## config.mk

```make
export PLATFORM = sky130hd
export DESIGN_NAME = pipelined_barrel_shifter
export DESIGN_NICKNAME = d
export VERILOG_FILES = /design/src/rtl/shifter_pkg.sv /design/src/rtl/shift_stage.sv /design/src/rtl/pipelined_barrel_shifter.sv
export SDC_FILE = /design/constraint.sdc
export NUM_CORES = 1
export LEC_CHECK = 0
export CORE_MARGIN = 2
export CORE_UTILIZATION = 65
export DETAILED_ROUTE_END_ITERATION = 6
export PLACE_DENSITY = 0.87
export SLEW_MARGIN = 20
export SYNTH_ARGS = -nofsm -noshare
export SYNTH_HDL_FRONTEND = slang
export SYNTH_HIERARCHICAL = 1
export SYNTH_SLANG_ARGS = --single-unit
```

## constraint.sdc

```tcl
create_clock -name clk -period 2.9 [get_ports clk]
set_input_delay 0.58 -clock clk [delete_from_list [all_inputs] [get_ports clk]]
set_output_delay 0.58 -clock clk [all_outputs]
set_load 0.02 [all_outputs]
```

## src/rtl/shifter_pkg.sv

```systemverilog
// shifter_pkg: shared mode encodings for the pipelined barrel shifter.
//   mode_t : 2-bit operation select (LSR, LSL, ASR, ROR)
package shifter_pkg;
  typedef enum logic [1:0] {
    MODE_LSR = 2'b00,
    MODE_LSL = 2'b01,
    MODE_ASR = 2'b10,
    MODE_ROR = 2'b11
  } mode_t;
endpackage

```

## src/rtl/shift_stage.sv

```systemverilog
// shift_stage: one registered barrel stage, shifts by DIST when its amount bit is set.
//   clk, rst_n       : clock, async active-low reset
//   flush, advance   : sync clear of valid; pipeline enable
//   in_*             : valid, data, amount, mode, fill bit from the previous stage
//   out_*            : the same sideband, registered, plus the shifted data
import shifter_pkg::*;
module shift_stage #(
  parameter int WIDTH = 32,
  parameter int DIST = 1,
  localparam int SHW = $clog2(WIDTH),
  localparam int K = $clog2(DIST)
) (
  input  logic             clk,
  input  logic             rst_n,
  input  logic             flush,
  input  logic             advance,
  input  logic             in_valid,
  input  logic [WIDTH-1:0] in_data,
  input  logic [SHW-1:0]   in_amt,
  input  mode_t            in_mode,
  input  logic             in_fill,
  output logic             out_valid,
  output logic [WIDTH-1:0] out_data,
  output logic [SHW-1:0]   out_amt,
  output mode_t            out_mode,
  output logic             out_fill
);
  logic [WIDTH-1:0] lsr, lsl, ror, nxt;
  // LSR and ASR share one path; the fill bit is 0 unless ASR of a negative word.
  assign lsr = {{DIST{in_fill}}, in_data[WIDTH-1:DIST]};
  assign lsl = {in_data[WIDTH-DIST-1:0], {DIST{1'b0}}};
  assign ror = {in_data[DIST-1:0], in_data[WIDTH-1:DIST]};
  always_comb
    nxt = !in_amt[K] ? in_data : in_mode == MODE_LSL ? lsl : in_mode == MODE_ROR ? ror : lsr;
  always_ff @(posedge clk or negedge rst_n)
    if (!rst_n) begin
      out_valid <= 1'b0;
      out_data <= '0;
      out_amt <= '0;
      out_mode <= MODE_LSR;
      out_fill <= 1'b0;
    end else if (flush) begin
      out_valid <= 1'b0;
    end else if (advance) begin
      out_valid <= in_valid;
      out_data <= nxt;
      out_amt <= in_amt;
      out_mode <= in_mode;
      out_fill <= in_fill;
    end
endmodule

```

## src/rtl/pipelined_barrel_shifter.sv

```systemverilog
// pipelined_barrel_shifter: log2(WIDTH)-stage registered shifter (LSR/LSL/ASR/ROR) with valid/ready.
//   clk, rst_n                 : clock, async active-low reset
//   flush                      : sync clear of all in-flight words
//   in_valid/in_ready          : input handshake; in_data, in_amt, in_mode operand
//   out_valid/out_ready        : output handshake; out_data result
//   busy                       : any stage holds a valid word
import shifter_pkg::*;
module pipelined_barrel_shifter #(
  parameter int WIDTH = 32,
  localparam int SHW = $clog2(WIDTH)
) (
  input  logic             clk,
  input  logic             rst_n,
  input  logic             flush,
  input  logic             in_valid,
  output logic             in_ready,
  input  logic [WIDTH-1:0] in_data,
  input  logic [SHW-1:0]   in_amt,
  input  logic [1:0]       in_mode,
  output logic             out_valid,
  input  logic             out_ready,
  output logic [WIDTH-1:0] out_data,
  output logic             busy
);
  logic             advance;
  logic             v [0:SHW];
  logic [WIDTH-1:0] d [0:SHW];
  logic [SHW-1:0]   a [0:SHW];
  mode_t            m [0:SHW];
  logic             f [0:SHW];
  // The whole pipe moves in lockstep, so bubbles are preserved.
  assign advance = !out_valid || out_ready;
  assign in_ready = advance && !flush;
  assign v[0] = in_valid && in_ready;
  assign d[0] = in_data;
  assign a[0] = in_amt;
  assign m[0] = mode_t'(in_mode);
  assign f[0] = m[0] == MODE_ASR && in_data[WIDTH-1];
  for (genvar i = 0; i < SHW; i++) begin : g_stage
    shift_stage #(.WIDTH(WIDTH), .DIST(1 << i)) u_stage (
      .clk(clk),
      .rst_n(rst_n),
      .flush(flush),
      .advance(advance),
      .in_valid(v[i]),
      .in_data(d[i]),
      .in_amt(a[i]),
      .in_mode(m[i]),
      .in_fill(f[i]),
      .out_valid(v[i+1]),
      .out_data(d[i+1]),
      .out_amt(a[i+1]),
      .out_mode(m[i+1]),
      .out_fill(f[i+1])
    );
  end
  assign out_valid = v[SHW];
  assign out_data = d[SHW];
  always_comb begin
    busy = 1'b0;
    for (int k = 1; k <= SHW; k++) busy = busy | v[k];
  end
endmodule

```

### After elaboration in Yosys (flattened, before gate mapping)

Cells that the tools add are included.

* register bits after elaboration: 197
* input bits: 44
* output and inout port bits: 35
* logic and storage cells: 71

* equality and inequality tests: 11
* multiplexer cells: 25
* bitwise logic cells: 5
* reductions and logical operators: 8

Operators with widths (number)
* 32-bit two-way mux: 15
* 2-bit equality test, second input constant: 6
* 2-bit by 1-bit equality test with 1-bit output, second input constant: 5
* 1-bit two-way mux: 10
* 1-bit OR: 4
* 1-bit logical AND: 3
* 1-bit logical NOT: 2
* 2-bit AND reduction: 1
* 2-bit nonzero test: 1
* 1-bit logical OR: 1
* 1-bit inverter: 1

### Depth between registers and ports, before layout

Gate-level depths: netlist of the first run.

* word-level depth: 6
* depth in mapped cells: 8

### Modules after synthesis

Netlist of the first run, hierarchy kept.

Modules (own cells, without submodules)
* shift_stage (g_stage[1].u_stage): instances 1, cells an instance 253, area each 2418.6 um2, seq. area each 1026.0 um2
* shift_stage (g_stage[2].u_stage): instances 1, cells an instance 251, area each 2379.8 um2, seq. area each 1026.0 um2
* shift_stage (g_stage[0].u_stage): instances 1, cells an instance 254, area each 2275.9 um2, seq. area each 1026.0 um2
* shift_stage (g_stage[3].u_stage): instances 1, cells an instance 204, area each 2237.1 um2, seq. area each 1026.0 um2
* shift_stage (g_stage[4].u_stage): instances 1, cells an instance 183, area each 1883.1 um2, seq. area each 1026.0 um2
* pipelined_barrel_shifter: instances 1, cells an instance 9, area each 53.8 um2, seq. area each 0.0 um2

### Worst setup path after synthesis of the first run

No wires, ideal clock.

* path kind: flip-flop to flip-flop
* from: reg g_stage[4].u_stage.out_valid
* to: reg g_stage[3].u_stage.out_data[25]
* arrival: 1769 ps
* required time: 2774 ps
* path slack: 1005 ps
* cell stages (with the launch flop): 8
* clock period less this slack: 1895 ps
* cell sequence: dfrtp_1 > nor2b_4 > inv_1 > buf_4 > nand2b_4 > buf_6 > buf_6 > a221o_1

* longest elaborated chain between the ends: 3

Ends and longest elaborated chain
* from (decl): RTL line shift_stage.sv:22 `output logic out_valid,`
* from (signal assigned): RTL line shift_stage.sv:45 `out_valid <= in_valid;`
* 1-bit logical NOT: RTL line pipelined_barrel_shifter.sv:32 `assign advance = !out_valid || out_ready;`
* 1-bit logical OR: RTL line pipelined_barrel_shifter.sv:32
* net advance: RTL line pipelined_barrel_shifter.sv:25 `logic advance;`
* 2-bit AND reduction (no source line)
* to (signal assigned): RTL line shift_stage.sv:46 `out_data <= nxt;`
* to (decl): RTL line shift_stage.sv:23 `output logic [WIDTH-1:0] out_data,`

The timed path passes the listed nets, and every way through them passes these cells.
A chain may end at the register's enable or synchronous reset.

### Final worst setup path of the first run

* from: in out_ready
* to: out in_ready

* longest elaborated chain between the ends: 2

Ends and longest elaborated chain
* from (decl): RTL line pipelined_barrel_shifter.sv:21 `input logic out_ready,`
* 1-bit logical OR: RTL line pipelined_barrel_shifter.sv:32
* 1-bit logical AND: RTL line pipelined_barrel_shifter.sv:33 `assign in_ready = advance && !flush;`
* to (decl): RTL line pipelined_barrel_shifter.sv:16 `output logic in_ready,`

No other way between the ends.

==> results of run 1 <==
[layout make-up]
class                      count  area share, %
multi-input combinational    795          43.89
clock buffer                  19          3.838
sequential                   187          39.66
timing repair buffer         106          8.833
clock inverter                13          1.304
tap                          216          2.290
inverter                       6         0.1909
[sequential cells by signal (all words and copies together), names as in the netlist]
signal                     flops
g_stage.u_stage/out_data     160
g_stage.u_stage/out_amt       10
g_stage.u_stage/out_mode       8
g_stage.u_stage/out_valid      5
g_stage.u_stage/out_fill       4
[placed cells by master, fill, tap and decap left out, types with 2 or more instances in the layout]
master and instances:
nand2_1 177, mux2_1 4, a21oi_1 30, nand2b_2 2, inv_6 8, a31oi_1 15
and2b_1 3, clkbuf_16 17, bufinv_16 2, clkbuf_8 2, nor3b_1 24, nor2_1 32
clkinvlp_4 2, nand2b_4 2, nor3_1 17, a21oi_4 2, nor2b_1 16, a221o_1 24
nand2b_1 5, buf_12 4, o21ai_0 82, and3b_1 66, and4bb_2 3, a211oi_2 50
and3b_2 16, o21ai_1 115, and4bb_1 2, clkdlybuf4s50_1 77, inv_1 5, a211oi_1 48
a21o_1 7, mux2i_1 36, dfrtp_1 187, nor4bb_1 11, buf_4 24
[power groups by stage]
stage	combinational [mW]	sequential, mW	clock, mW
finish	1.90	3.64	2.39
global route	2.07	3.71	2.52
CTS	1.89	3.63	2.41
detailed placement	1.88	3.67	0
global placement	1.81	3.65	0
floorplan	1.23	3.60	0
[worst reg2reg max path, cell delays in order, from the launching register on]
cell and delay, ps:
dfrtp_1 710, nand2b_1 560, buf_12 240, mux2i_1 260
o21ai_1 90
[layer usage]
metal	track usage (%)	vias up
met5	0	-
met4	11.35	0
met3	4.844	56
met2	48.95	335
met1	38.88	4151
li1	-	4008
[worst max path at each step]
| stage | endpoint | start | slack (ps) | depth (start not counted) |
|---|---|---|---|---|
| 3_3_place_gp | g_stage[0].u_stage/out_data[8]$_DFFE_PN0P_ | in_mode[0] | 480 | 4 |
| 6_report | in_ready | out_ready | 500 | 4 |
| 4_1_cts | in_ready | out_ready | 490 | 4 |
| 2_1_floorplan | g_stage[3].u_stage/out_data[25]$_DFFE_PN0P_ | g_stage[4].u_stage/out_valid$_DFFE_PN0P_ | 1010 | 7 |
| 3_5_place_dp | g_stage[4].u_stage/out_data[29]$_DFFE_PN0P_ | out_ready | 410 | 6 |
| 5_1_grt | in_ready | out_ready | 460 | 4 |
[through the flow]
stage / instances / power, mW / setup WS (ps) / instance area, um2 / hold WS [ps]
2_1_floorplan: 1094 / 4.827 / 1005 / 10610 / 284.4
3_3_place_gp: 1310 / 5.459 / 477.0 / 11190 / 446.4
3_5_place_dp: 1310 / 5.551 / 410.2 / 11190 / 461.8
4_1_cts: 1342 / 7.933 / 493.4 / 11800 / 151.1
5_1_grt: 1342 / 8.299 / 460.2 / 11800 / 179.2
6_report: 1342 / 7.928 / 497.4 / 11800 / 123.5
==> impl_metrics.toml, run 1 <==
[clock_network]
cts_buffers = 17
clock_path_buffers = 2
cts_tree = "done"
clock-sinks = 187
h-tree-depth = 4
root_buffer = "clkbuf_16"
cts_resized = 0
worstSkewPairLatency_ps = 440
cts_setup_buffers = 0
path_clk_slew_ps = 70
ctsHoldBuffers = 0

[detailed_routing]
ant_nets = 0
drtIter0Drc = 660
drc_errors = 0
wl_per_cell_um = 18.36
wl_met3_um = 1247
wl_met2_um = 12220
drt_first_pass_iters = 6
dr.max_layer_used = "met4"
viasPerCell = 6.371
vias = 8550
drt-met1-wl_um = 10530
wl_um = 24640

[die]
die_height_um = 131.8
core-area_um2 = 15940
num_rows = 46
start_util_pct = 66.55
die_w_um = 131.8
dieArea_um2 = 17360
ios = 79

[sta]
finalSetupViolCount = 0
max-slew-margin-rel_pct = 30.77
drv_slew = 0
worst_pin_slew_ps = 1037
rsz0062_at_grt = "no"
fin_tns_setup_ps = 0
hold_viol_final = 0
skew_ps = 11.25
max_freq_ghz = 0.4162
layout_min_cycle_time_ps = 2403
fin_crit_sh_pct = 82.85

[worst_setup_path]
worst_path_most_repeated_cell = "clkdlybuf4s50_1"
crit_chain = "clkdlybuf4s50_1 > nor2b_4 > nor2_1 > clkdlybuf4s50_1"
critPathMaxStageDelay_ps = 610
critPathRequiredTime_ps = 2320
reg2reg_depth = 4
cp-start-kind = "input pin"
reg2reg_from = "g_stage[2].u_stage/out_mode[1]$_DFFE_PN0P_"
cp_top_family = "buffers and inverters"
rrSetupSlack_ps = 920
criticalPathCategory = "in2out"
critPathBufInv = 2
crit_fanout = 3
r2r_end = "g_stage[3].u_stage/out_data[11]$_DFFE_PN0P_"
cp-end-kind = "output port"
arrival_ps = 1820
cp_slowest_cell = "clkdlybuf4s50_1"

[placed_design]
routabilityCongestion = 0.8698
portBuffers = 78
hpwl_um = 17070

[global_route]
grt_pass1_vias = 8097
antenna_found_initial = 0
grt_max_degree = 67
overflow = 0
grt_pass1_wl_um = 42160
track_usage_pct = 29.38

[synth]
netlist_area_um2 = 10610
synth.avg_cell_area_um2 = 9.699
netlist_instances = 1094
yosys_warnings = 6
synth_fp_nets = 1138

[finish]
drive_above_1_share_pct = 12.70
nFillCells = 1133
multi_input_area_um2 = 5179
register_area_um2 = 4679
finish.utilization_pct = 74.02
final_nets = 1157
n_antenna_cell = 0
area_growth_pct = 11.21

[power]
p_comb_share_pct = 23.9
power_frac_clock_pct = 30.1
power_density_nw_per_um2 = 671.8
p_switching_mw = 2.605
irDropWorstVdd_mv = 0.4940
internal_power_mw = 5.323
swShare_pct = 32.86
seqPwrFrac_pct = 45.9
leakage_nw = 5.182

[run_status]
status = "completed"

[min_path]
hold_path_class = "in2async"

[flow_run]
max_cap_violations = 0
Power figures use the tool's default switching activity.
==> inputs of run 2 (changes only) <==
- CORE_UTILIZATION: 65 -> 54
- PLACE_DENSITY: 0.87 -> 0.77
- clock period: 2.9 -> 2.04 ns (I/O delays scaled with it)
==> run 2 against run 1 <==
Effect of this change:
- sequential cell count stayed put
- routed wire length is 2.7% higher
- hold slack better by 350 ps
- global-route usage is 4.1 points lower
- final cell count up 5.2%
- register-to-register slack worse by 610 ps
- largest cell class unchanged
- clock power increased by 46%
- non-clock buffer count rose by 21
- combinational power increased by 45%
==> impl_metrics.toml, run 2 (synthesis results as in run 1) <==
[run_status]
status = "completed"

[detailed_routing]
viasPerCell = 5.977
wl_per_cell_um = 17.93
drt_first_pass_iters = 5
wl_um = 25310
ant_nets = 0
drtIter0Drc = 629
vias = 8439
drc_errors = 0

[worst_setup_path]
cp-end-kind = "output port"
crit_chain = "clkdlybuf4s50_1 > buf_12 > nor2_1 > dlygate4sd2_1"
cp_top_family = "buffers and inverters"
rrSetupSlack_ps = 310
crit_fanout = 8
critPathMaxStageDelay_ps = 450
cp-start-kind = "input pin"
arrival_ps = 1470
cp_slowest_cell = "clkdlybuf4s50_1"
critPathBufInv = 3
critPathRequiredTime_ps = 1630
criticalPathCategory = "in2out"

[power]
p_comb_share_pct = 24.1
p_switching_mw = 3.649
power_frac_clock_pct = 30.6
leakage_nw = 5.340
irDropWorstVdd_mv = 0.5436
internal_power_mw = 7.787
seqPwrFrac_pct = 45.3
swShare_pct = 31.91
power_density_nw_per_um2 = 939.2

[sta]
max_freq_ghz = 0.5325
drv_slew = 0
finalSetupViolCount = 0
hold_viol_final = 0
rsz0062_at_grt = "no"
timing.final.ws_setup_ps = 161.9
fin_crit_sh_pct = 92.06
layout_min_cycle_time_ps = 1878
max-slew-margin-rel_pct = 49.78
worst_pin_slew_ps = 753.4
skew_ps = 7.596

[die]
die_w_um = 144.2
core-area_um2 = 19400
die_height_um = 144.2
ios = 79
num_rows = 51
start_util_pct = 54.70
dieArea_um2 = 20790

[finish]
stdcell_count = 1412
register_area_um2 = 4679
final_nets = 1178
area_growth_pct = 14.75
nFillCells = 1694
n_antenna_cell = 0
drive_above_1_share_pct = 14.04
top_register = "g_stage.u_stage/out_data"
final_cell_mix = "dfrtp_1 (187), nand2_1 (177), o21ai_1 (115), o21ai_0 (82), clkdlybuf4s50_1 (75)"
final_common_cell = "dfrtp_1"
multi_input_area_um2 = 5181
top_regs = "g_stage.u_stage/out_data (160), g_stage.u_stage/out_amt (10), g_stage.u_stage/out_mode (8)"
largest_register_ffs = 160

[global_route]
grt_max_degree = 58
grt_pass1_vias = 8065
track_usage_pct = 25.33
grt_pass1_wl_um = 41900
antenna_found_initial = 0
overflow = 0

[placed_design]
portBuffers = 78
dpl_worst_slack_ps = -130.6
routabilityCongestion = 0.8658
dp_cells = 1379
hpwl_um = 17730

[min_path]
hold_path_class = "reg2reg"

[flow_run]
max_cap_violations = 0

[clock_network]
clock-sinks = 187
root_buffer = "clkbuf_16"
h-tree-depth = 4
cts_setup_buffers = 0
cts_tree = "done"
path_clk_slew_ps = 70
cts_buffers = 17
clock_path_buffers = 2
worstSkewPairLatency_ps = 440
run 2: cell types whose count changed in the layout (fill, tap and decap cells not counted):
cell             previous run  this run
buf_12                      4        15
buf_4                      24        33
bufinv_16                   2         4
clkbuf_1                    0         3
clkbuf_8                    2         0
clkdlybuf4s50_1            77        75
clkinvlp_4                  2         3
dlygate4sd2_1               0         2
dlygate4sd3_1               0         1
inv_6                       8         4
nor2b_1                    16        15
nor2b_2                     0         1
run 2: per-stage QoR:
| step | total power, mW | cell area (um2) | setup TNS, ps | utilization (%) | hold WS (ps) |
|---|---|---|---|---|---|
| floorplan | 6.862 | 10610 | 0 | - | 112.4 |
| global route | 12.00 | 12180 | 0 | 62.76 | 488.9 |
| finish | 11.44 | 12180 | 0 | 62.76 | 473.8 |
| global placement | 7.866 | 11540 | -2397 | 59.51 | 412.7 |
| CTS | 11.48 | 12180 | 0 | 62.76 | 476.9 |
| detailed placement | 7.978 | 11540 | -3684 | 59.51 | 415.8 |
run 2: layout make-up:
type                    count  share of cell area (%)
flip-flops and latches    187                   38.43
clock inverters            12                   1.531
clock buffers              20                   3.586
inverters                   6                  0.1850
repair buffers            127                   10.99
multi-input cells         795                   42.55
well taps                 265                   2.723
run 2: tightest hold or removal path, cell delays in order, from the launching register on:
cell     delay [ps]
dfrtp_1         350
nand2_1          50
nand2_1          50
run 2: worst paths after layout:
path                                                                to                                        from  cells past startpoint
min in group asynchronous  g_stage[4].u_stage/out_data[23]$_DFFE_PN0P_                                       rst_n                      2
min                          g_stage[2].u_stage/out_amt[3]$_DFFE_PN0P_   g_stage[1].u_stage/out_amt[3]$_DFFE_PN0P_                      2
max reg2reg                 g_stage[2].u_stage/out_data[4]$_DFFE_PN0P_  g_stage[1].u_stage/out_mode[0]$_DFFE_PN0P_                      4
min reg2reg                  g_stage[2].u_stage/out_amt[3]$_DFFE_PN0P_   g_stage[1].u_stage/out_amt[3]$_DFFE_PN0P_                      2
max in group asynchronous     g_stage[2].u_stage/out_valid$_DFFE_PN0P_                                       rst_n                      3
max                                                           in_ready                                       flush                      4
run 2: timing repair:
item / in CTS / in global routing
resized for setup: 2 / 0
hold endpoints to repair: 49 / 0
hold buffers: 1 / 0
setup endpoints to repair: 2 / 0
run 2: power groups by stage:
stage	Sequential (mW)	Combinational [mW]	Clock, mW
global route	5.27	3.03	3.70
floorplan	5.12	1.74	0
finish	5.18	2.75	3.50
detailed placement	5.24	2.74	0
CTS	5.17	2.75	3.55
global placement	5.20	2.66	0
run 2: routing by layer:
layer  track usage, %  wire [um]  vias to the layer above
li1                 -          -                     4041
met1            33.84      11060                     4092
met2            41.90      12360                      255
met3            4.338       1185                       51
met4            8.942        703                        0
met5                0          0                        -
